**config.mk**
```make
export PLATFORM = sky130hd
export DESIGN_NAME = dna_fifo_sched
export DESIGN_NICKNAME = d
export VERILOG_FILES = /design/src/rtl/dna_fifo_sched.sv
export SDC_FILE = /design/constraint.sdc
export NUM_CORES = 1
export LEC_CHECK = 0
export CAP_MARGIN = 25
export CORE_ASPECT_RATIO = 1.25
export CORE_MARGIN = 2
export CORE_UTILIZATION = 44
export CTS_BUF_LIST = sky130_fd_sc_hd__clkbuf_8
export CTS_CLUSTER_SIZE = 12
export DETAILED_ROUTE_END_ITERATION = 7
export PLACE_DENSITY = 0.85
export SYNTH_ARGS = -nofsm -noshare
export SYNTH_HDL_FRONTEND = slang
export SYNTH_SLANG_ARGS = --single-unit
```
**constraint.sdc**
```tcl
create_clock -name clk -period 5.5 [get_ports clk]
set_clock_uncertainty 0.15 [all_clocks]
set_input_delay 0.825 -clock clk [delete_from_list [all_inputs] [get_ports clk]]
set_output_delay 0.825 -clock clk [all_outputs]
set_load 0.05 [all_outputs]
```
**src/rtl/dna_fifo_sched.sv**
```systemverilog
//-----------------------------------------------------------------------------
// dna_fifo_sched
//
// Two-writer / one-reader scheduler in front of an external FIFO storage
// block. Writers 0 and 1 are arbitrated round-robin on ties. The consumer
// pops one entry per rd_req. A small IDLE/RUN/DRAIN sequencer gates which
// operations are allowed. Occupancy and the active depth are tracked here,
// so the storage only needs pointers that wrap at fifo_last.
//
// Ports
//   clk, reset           clock, asynchronous active-high reset
//   start, stop          sequencer controls
//   cfg_depth            requested depth, 0 or >128 means 128
//   reqN_valid/data      writer N offer
//   reqN_ready           writer N accepted this cycle (combinational)
//   rd_req               consumer pop request
//   rd_valid, rd_data    popped entry, valid the cycle after the pop
//   fifo_en/wr/rd        storage strobes
//   fifo_w_data          storage write data
//   fifo_r_data          storage head entry (combinational from storage)
//   fifo_last            highest storage address in use
//   count, full, empty   occupancy status
//   state                IDLE=0, RUN=1, DRAIN=2
//
// state | meaning
// IDLE  | inactive, waiting for start; depth may be reconfigured
// RUN   | writes and reads allowed
// DRAIN | writes blocked, reads allowed until empty
//-----------------------------------------------------------------------------
`timescale 1ns/1ps
module dna_fifo_sched #(
    parameter int DATA_WIDTH = 8
) (
    input  logic                  clk,
    input  logic                  reset,
    input  logic                  start,
    input  logic                  stop,
    input  logic [7:0]            cfg_depth,
    input  logic                  req0_valid,
    input  logic [DATA_WIDTH-1:0] req0_data,
    input  logic                  req1_valid,
    input  logic [DATA_WIDTH-1:0] req1_data,
    output logic                  req0_ready,
    output logic                  req1_ready,
    input  logic                  rd_req,
    output logic                  rd_valid,
    output logic [DATA_WIDTH-1:0] rd_data,
    output logic                  fifo_en,
    output logic                  fifo_wr,
    output logic                  fifo_rd,
    output logic [DATA_WIDTH-1:0] fifo_w_data,
    input  logic [DATA_WIDTH-1:0] fifo_r_data,
    output logic [6:0]            fifo_last,
    output logic [7:0]            count,
    output logic                  full,
    output logic                  empty,
    output logic [1:0]            state
);

    typedef enum logic [1:0] {
        ST_IDLE  = 2'd0,
        ST_RUN   = 2'd1,
        ST_DRAIN = 2'd2
    } state_t;

    state_t                r_state;
    state_t                w_state_nxt;
    // Depth is held as depth-1 so all 128 depths fit in 7 bits and
    // fifo_last comes straight from the register.
    logic [6:0]            r_last;
    logic [7:0]            r_count;
    logic                  r_last_grant;
    logic                  r_rd_valid;
    logic [DATA_WIDTH-1:0] r_rd_data;

    logic [6:0]            w_last_cfg;
    logic [7:0]            w_depth;
    logic                  w_full;
    logic                  w_empty;
    logic                  w_run;
    logic                  w_grant;
    logic                  w_wr0;
    logic                  w_wr1;
    logic                  w_wr;
    logic                  w_rd;

    // cfg_depth of 0 or above 128 selects the full 128 entries.
    assign w_last_cfg = ((cfg_depth == 8'd0) || (cfg_depth > 8'd128))
                        ? 7'd127 : (cfg_depth[6:0] - 7'd1);

    assign w_depth = {1'b0, r_last} + 8'd1;
    assign w_full  = (r_count == w_depth);
    assign w_empty = (r_count == 8'd0);
    assign w_run   = (r_state == ST_RUN);

    // Single requester wins outright; on a tie the writer not served last wins.
    always_comb begin
        w_grant = 1'b0;
        if (req0_valid && req1_valid) begin
            w_grant = ~r_last_grant;
        end else if (req1_valid) begin
            w_grant = 1'b1;
        end
    end

    // !full alone blocks writes, so a pop while full never frees a slot
    // for a write in the same cycle.
    assign w_wr0 = w_run & ~w_full & ~w_grant & req0_valid;
    assign w_wr1 = w_run & ~w_full &  w_grant & req1_valid;
    assign w_wr  = w_wr0 | w_wr1;
    assign w_rd  = rd_req & ~w_empty & ((r_state == ST_RUN) || (r_state == ST_DRAIN));

    always_comb begin
        w_state_nxt = r_state;
        case (r_state)
            ST_IDLE: begin
                if (start) begin
                    w_state_nxt = ST_RUN;
                end
            end
            ST_RUN: begin
                if (stop) begin
                    w_state_nxt = ST_DRAIN;
                end
            end
            ST_DRAIN: begin
                if (w_empty) begin
                    w_state_nxt = ST_IDLE;
                end
            end
            default: begin
                w_state_nxt = ST_IDLE;
            end
        endcase
    end

    always_ff @(posedge clk or posedge reset) begin
        if (reset) begin
            r_state <= ST_IDLE;
        end else begin
            r_state <= w_state_nxt;
        end
    end

    always_ff @(posedge clk or posedge reset) begin
        if (reset) begin
            r_last <= 7'd127;
        end else if ((r_state == ST_IDLE) && start) begin
            r_last <= w_last_cfg;
        end
    end

    always_ff @(posedge clk or posedge reset) begin
        if (reset) begin
            r_count <= 8'd0;
        end else begin
            case ({w_wr, w_rd})
                2'b10:   r_count <= r_count + 8'd1;
                2'b01:   r_count <= r_count - 8'd1;
                default: r_count <= r_count;
            endcase
        end
    end

    // Reset value 1 lets writer 0 win the first tie.
    always_ff @(posedge clk or posedge reset) begin
        if (reset) begin
            r_last_grant <= 1'b1;
        end else if (w_wr) begin
            r_last_grant <= w_wr1;
        end
    end

    always_ff @(posedge clk or posedge reset) begin
        if (reset) begin
            r_rd_valid <= 1'b0;
            r_rd_data  <= '0;
        end else begin
            r_rd_valid <= w_rd;
            if (w_rd) begin
                r_rd_data <= fifo_r_data;
            end
        end
    end

    assign req0_ready  = w_wr0;
    assign req1_ready  = w_wr1;
    assign fifo_wr     = w_wr;
    assign fifo_rd     = w_rd;
    assign fifo_en     = w_wr | w_rd;
    assign fifo_w_data = w_wr1 ? req1_data : req0_data;
    assign fifo_last   = r_last;
    assign rd_valid    = r_rd_valid;
    assign rd_data     = r_rd_data;
    assign count       = r_count;
    assign full        = w_full;
    assign empty       = w_empty;
    assign state       = r_state;

endmodule
```
==> out/metrics.yaml <==
final-max-slew-violation-count: 0
worst-path-stages: 15
worstSetupEndpoint: "count[7]$_DFFE_PP0P_"
drt_first_iter_violations: 104
cell_by_cell_trace_of_the_critical_path: "ha_1 -> nand2b_1 -> o211a_1 -> o32ai_1 -> o2111ai_4 -> nand2_1 -> or2_2 -> ha_1 -> ha_1 -> a211oi_1 -> o21bai_1 -> a2111oi_0 -> nor4_1 -> nor3_1 -> xor2_1"
grt_pass1_wl_um: 7780
coreArea_um2: 4100
synth.cells.most_frequent: "sky130_fd_sc_hd__mux2_2, sky130_fd_sc_hd__dfrtp_1, sky130_fd_sc_hd__inv_1"
via_count: 1721
drt_pre_antenna_iters: 4
cp-end-kind: "register"
drc: 0
drt-vias-per-instance: 5.31
worstRegToRegCells: 15
clkTransAtPathRegs_ns: 0.10
io_buffers: 79
grt.total_usage_pct: 19.7
edff_count_synth: 0
post_synth.cell_area_avg_um2: 10.1
cts_hold_repair.buffers: 0
ant_nets: 0
synthesis.instances: 187
synth_nets: 243
critPathBufInv: 0
slack_of_the_worst_reg_to_reg_path_ns: 1.02
cts_tree: "yes"
fp.dieW_um: 62.6
post_synth_instance_area_um2: 1890
finalCritPeriodShare_pct: 81.5
setup_repair_after_global_routing_missed_its_margin: "no"
layout-drive-gt1-share_pct: 14.6
dieHeight_um: 77.3
relSlewSlack_pct: 57.9
postLayoutCoreUtil_pct: 68.8
max_freq_mhz: 223
grt_max_degree: 28
top_level_ports: 80
worstPathMaxFanout: 8
rows: 26
r2r_start: "fifo_last[0]$_DFFE_PP1P_"
cp-start-kind: "register"
first_global_vias: 1825
antenna_found_initial: 0
crit_required_ns: 5.55
setup.worst_path.start: "fifo_last[0]$_DFFE_PP1P_"
routabilityCongestion: 0.853
critPathTopFamily: "compound AO/OA/AOI/OAI gates"
numCtsBuffers: 3
dominantRegCellSynth: "sky130_fd_sc_hd__dfrtp_1"
synth_cell_type_count: 38
cts_setup_buffers: 0
synth-seq-area-share_pct: 36.3
final_period_minus_worst_setup_slack_ns: 4.48
cts_resized: 0
worst_path_largest_cell_delay_ns: 0.60
yosysTopAreaCellShare_pct: 25.2
htree_num_levels: 1
vdd.ir_drop.worst_v: 0.000417
tns_ns: 0
power_density_nw_per_um2: 724
num-fill-cells: 334
max_cap_viol_count: 0
antenna_cells_inserted: 0
clk-insertion-delay-late_ns: 0.28
tightestPinTransition_ns: 0.615
routed_wire_length_per_instance_um: 14.1
critical_path_class: "reg -> reg"
total_die_area_um2: 4840
synth_largest_area_cell: "sky130_fd_sc_hd__dfrtp_1"
timing.hold.worst.class: "reg -> reg"
cell_chosen_for_the_clock_root: "sky130_fd_sc_hd__clkbuf_8"
yosys.cell_count.top_type: "sky130_fd_sc_hd__mux2_2"
path_common_cell: "sky130_fd_sc_hd__ha_1"
clock_path_buffers: 2
cp.arrival_ns: 4.53
ys_seq_elements: 27
routed_wirelength_um: 4560
initial_core_utilization_pct: 46.1
hold_viol_final: 0
synth.yosys.warnings: 0
finalSetupViolations: 0
critical_path.slowest_cell: "sky130_fd_sc_hd__dfstp_2"
async_flop_share_pct: 100
globalRoute.totalOverflow: 0
reg2reg_to: "count[7]$_DFFE_PP0P_"
outcome: "finished clean"
dp_hpwl_um: 3640
synth.area.top_cells: "sky130_fd_sc_hd__dfrtp_1, sky130_fd_sc_hd__mux2_2, sky130_fd_sc_hd__dfstp_2, sky130_fd_sc_hd__ha_1, sky130_fd_sc_hd__xnor2_1"
area_delta_synth_final_pct: 49.3
leakage_nw: 1.19
finish.net_count: 325
clk_sinks: 27
[kinds of logic after synthesis]
logic type      synth area share [%]
simple gates                    12.8
compound gates                  14.3
flops                           36.3
buf+inv                         4.17
mux                             11.9
xor+xnor                        8.81
fa+ha+maj                       11.7
[report_power, final]
part           internal, mW  switching, mW
clock                0.0532         0.0651
sequential            0.327          0.141
combinational         0.587          0.869
total                 0.968           1.07
[worst min-delay path by stage]
stage | cells past startpoint | endpoint | startpoint
2_1_floorplan | 1 | r_last_grant$_DFFE_PP1P_ | r_last_grant$_DFFE_PP1P_
6_report | 1 | rd_data[4]$_DFFE_PP0P_ | rd_data[4]$_DFFE_PP0P_
5_1_grt | 1 | rd_data[1]$_DFFE_PP0P_ | rd_data[1]$_DFFE_PP0P_
3_5_place_dp | 1 | rd_data[2]$_DFFE_PP0P_ | rd_data[2]$_DFFE_PP0P_
4_1_cts | 1 | rd_data[2]$_DFFE_PP0P_ | rd_data[2]$_DFFE_PP0P_
3_3_place_gp | 1 | rd_data[3]$_DFFE_PP0P_ | rd_data[3]$_DFFE_PP0P_
[through the flow]
step,instances,worst slack [ns],power (mW),hold WS (ns),instance area [µm²]
final,324,1.02,2.04,0.364,2820
after global routing,324,0.689,2.18,0.392,2820
after CTS,323,1.06,2.05,0.373,2790
after detailed placement,319,1.09,1.93,0.349,2740
after global placement,319,1.32,1.89,0.339,2740
after floorplan,187,1.25,1.50,0.380,1890
[metal layers]
layer	track usage [%]	share of wire, %	vias to the layer above
li1	-	-	821
met1	22.7	42	832
met2	36.7	51	64
met3	3.08	6.1	4
met4	6.44	0.75	0
met5	0	0	-
[registers in the layout, summed over array words and instances, names as in the netlist]
register,count
rd_valid,1
state,2
rd_data,8
count,8
fifo_last,7
r_last_grant,1
[area by class of cell]
class	count	area (µm²)	area share, %
inverters	17	63.8	2.26
clock buffers	3	41.3	1.46
repair buffers	81	826	29.3
well taps	56	70.1	2.48
multi-input cells	139	1120	39.9
flip-flops and latches	27	686	24.3
clock inverters	1	8.76	0.311
[cells in the final DEF (no fill, tap or decap), types with 8 or more instances in the layout]
cell type,synthesis,layout
sky130_fd_sc_hd__dfrtp_1,19,19
sky130_fd_sc_hd__nand2_1,10,10
sky130_fd_sc_hd__xnor2_1,10,10
sky130_fd_sc_hd__a21oi_1,12,12
sky130_fd_sc_hd__mux2_2,20,20
sky130_fd_sc_hd__ha_1,16,16
sky130_fd_sc_hd__dfstp_2,8,8
sky130_fd_sc_hd__clkdlybuf4s50_1,0,79
sky130_fd_sc_hd__inv_1,17,17
sky130_fd_sc_hd__xor2_1,9,9
sky130_fd_sc_hd__nor2_1,13,13
No activity file was read; power rests on OpenSTA's default activity.
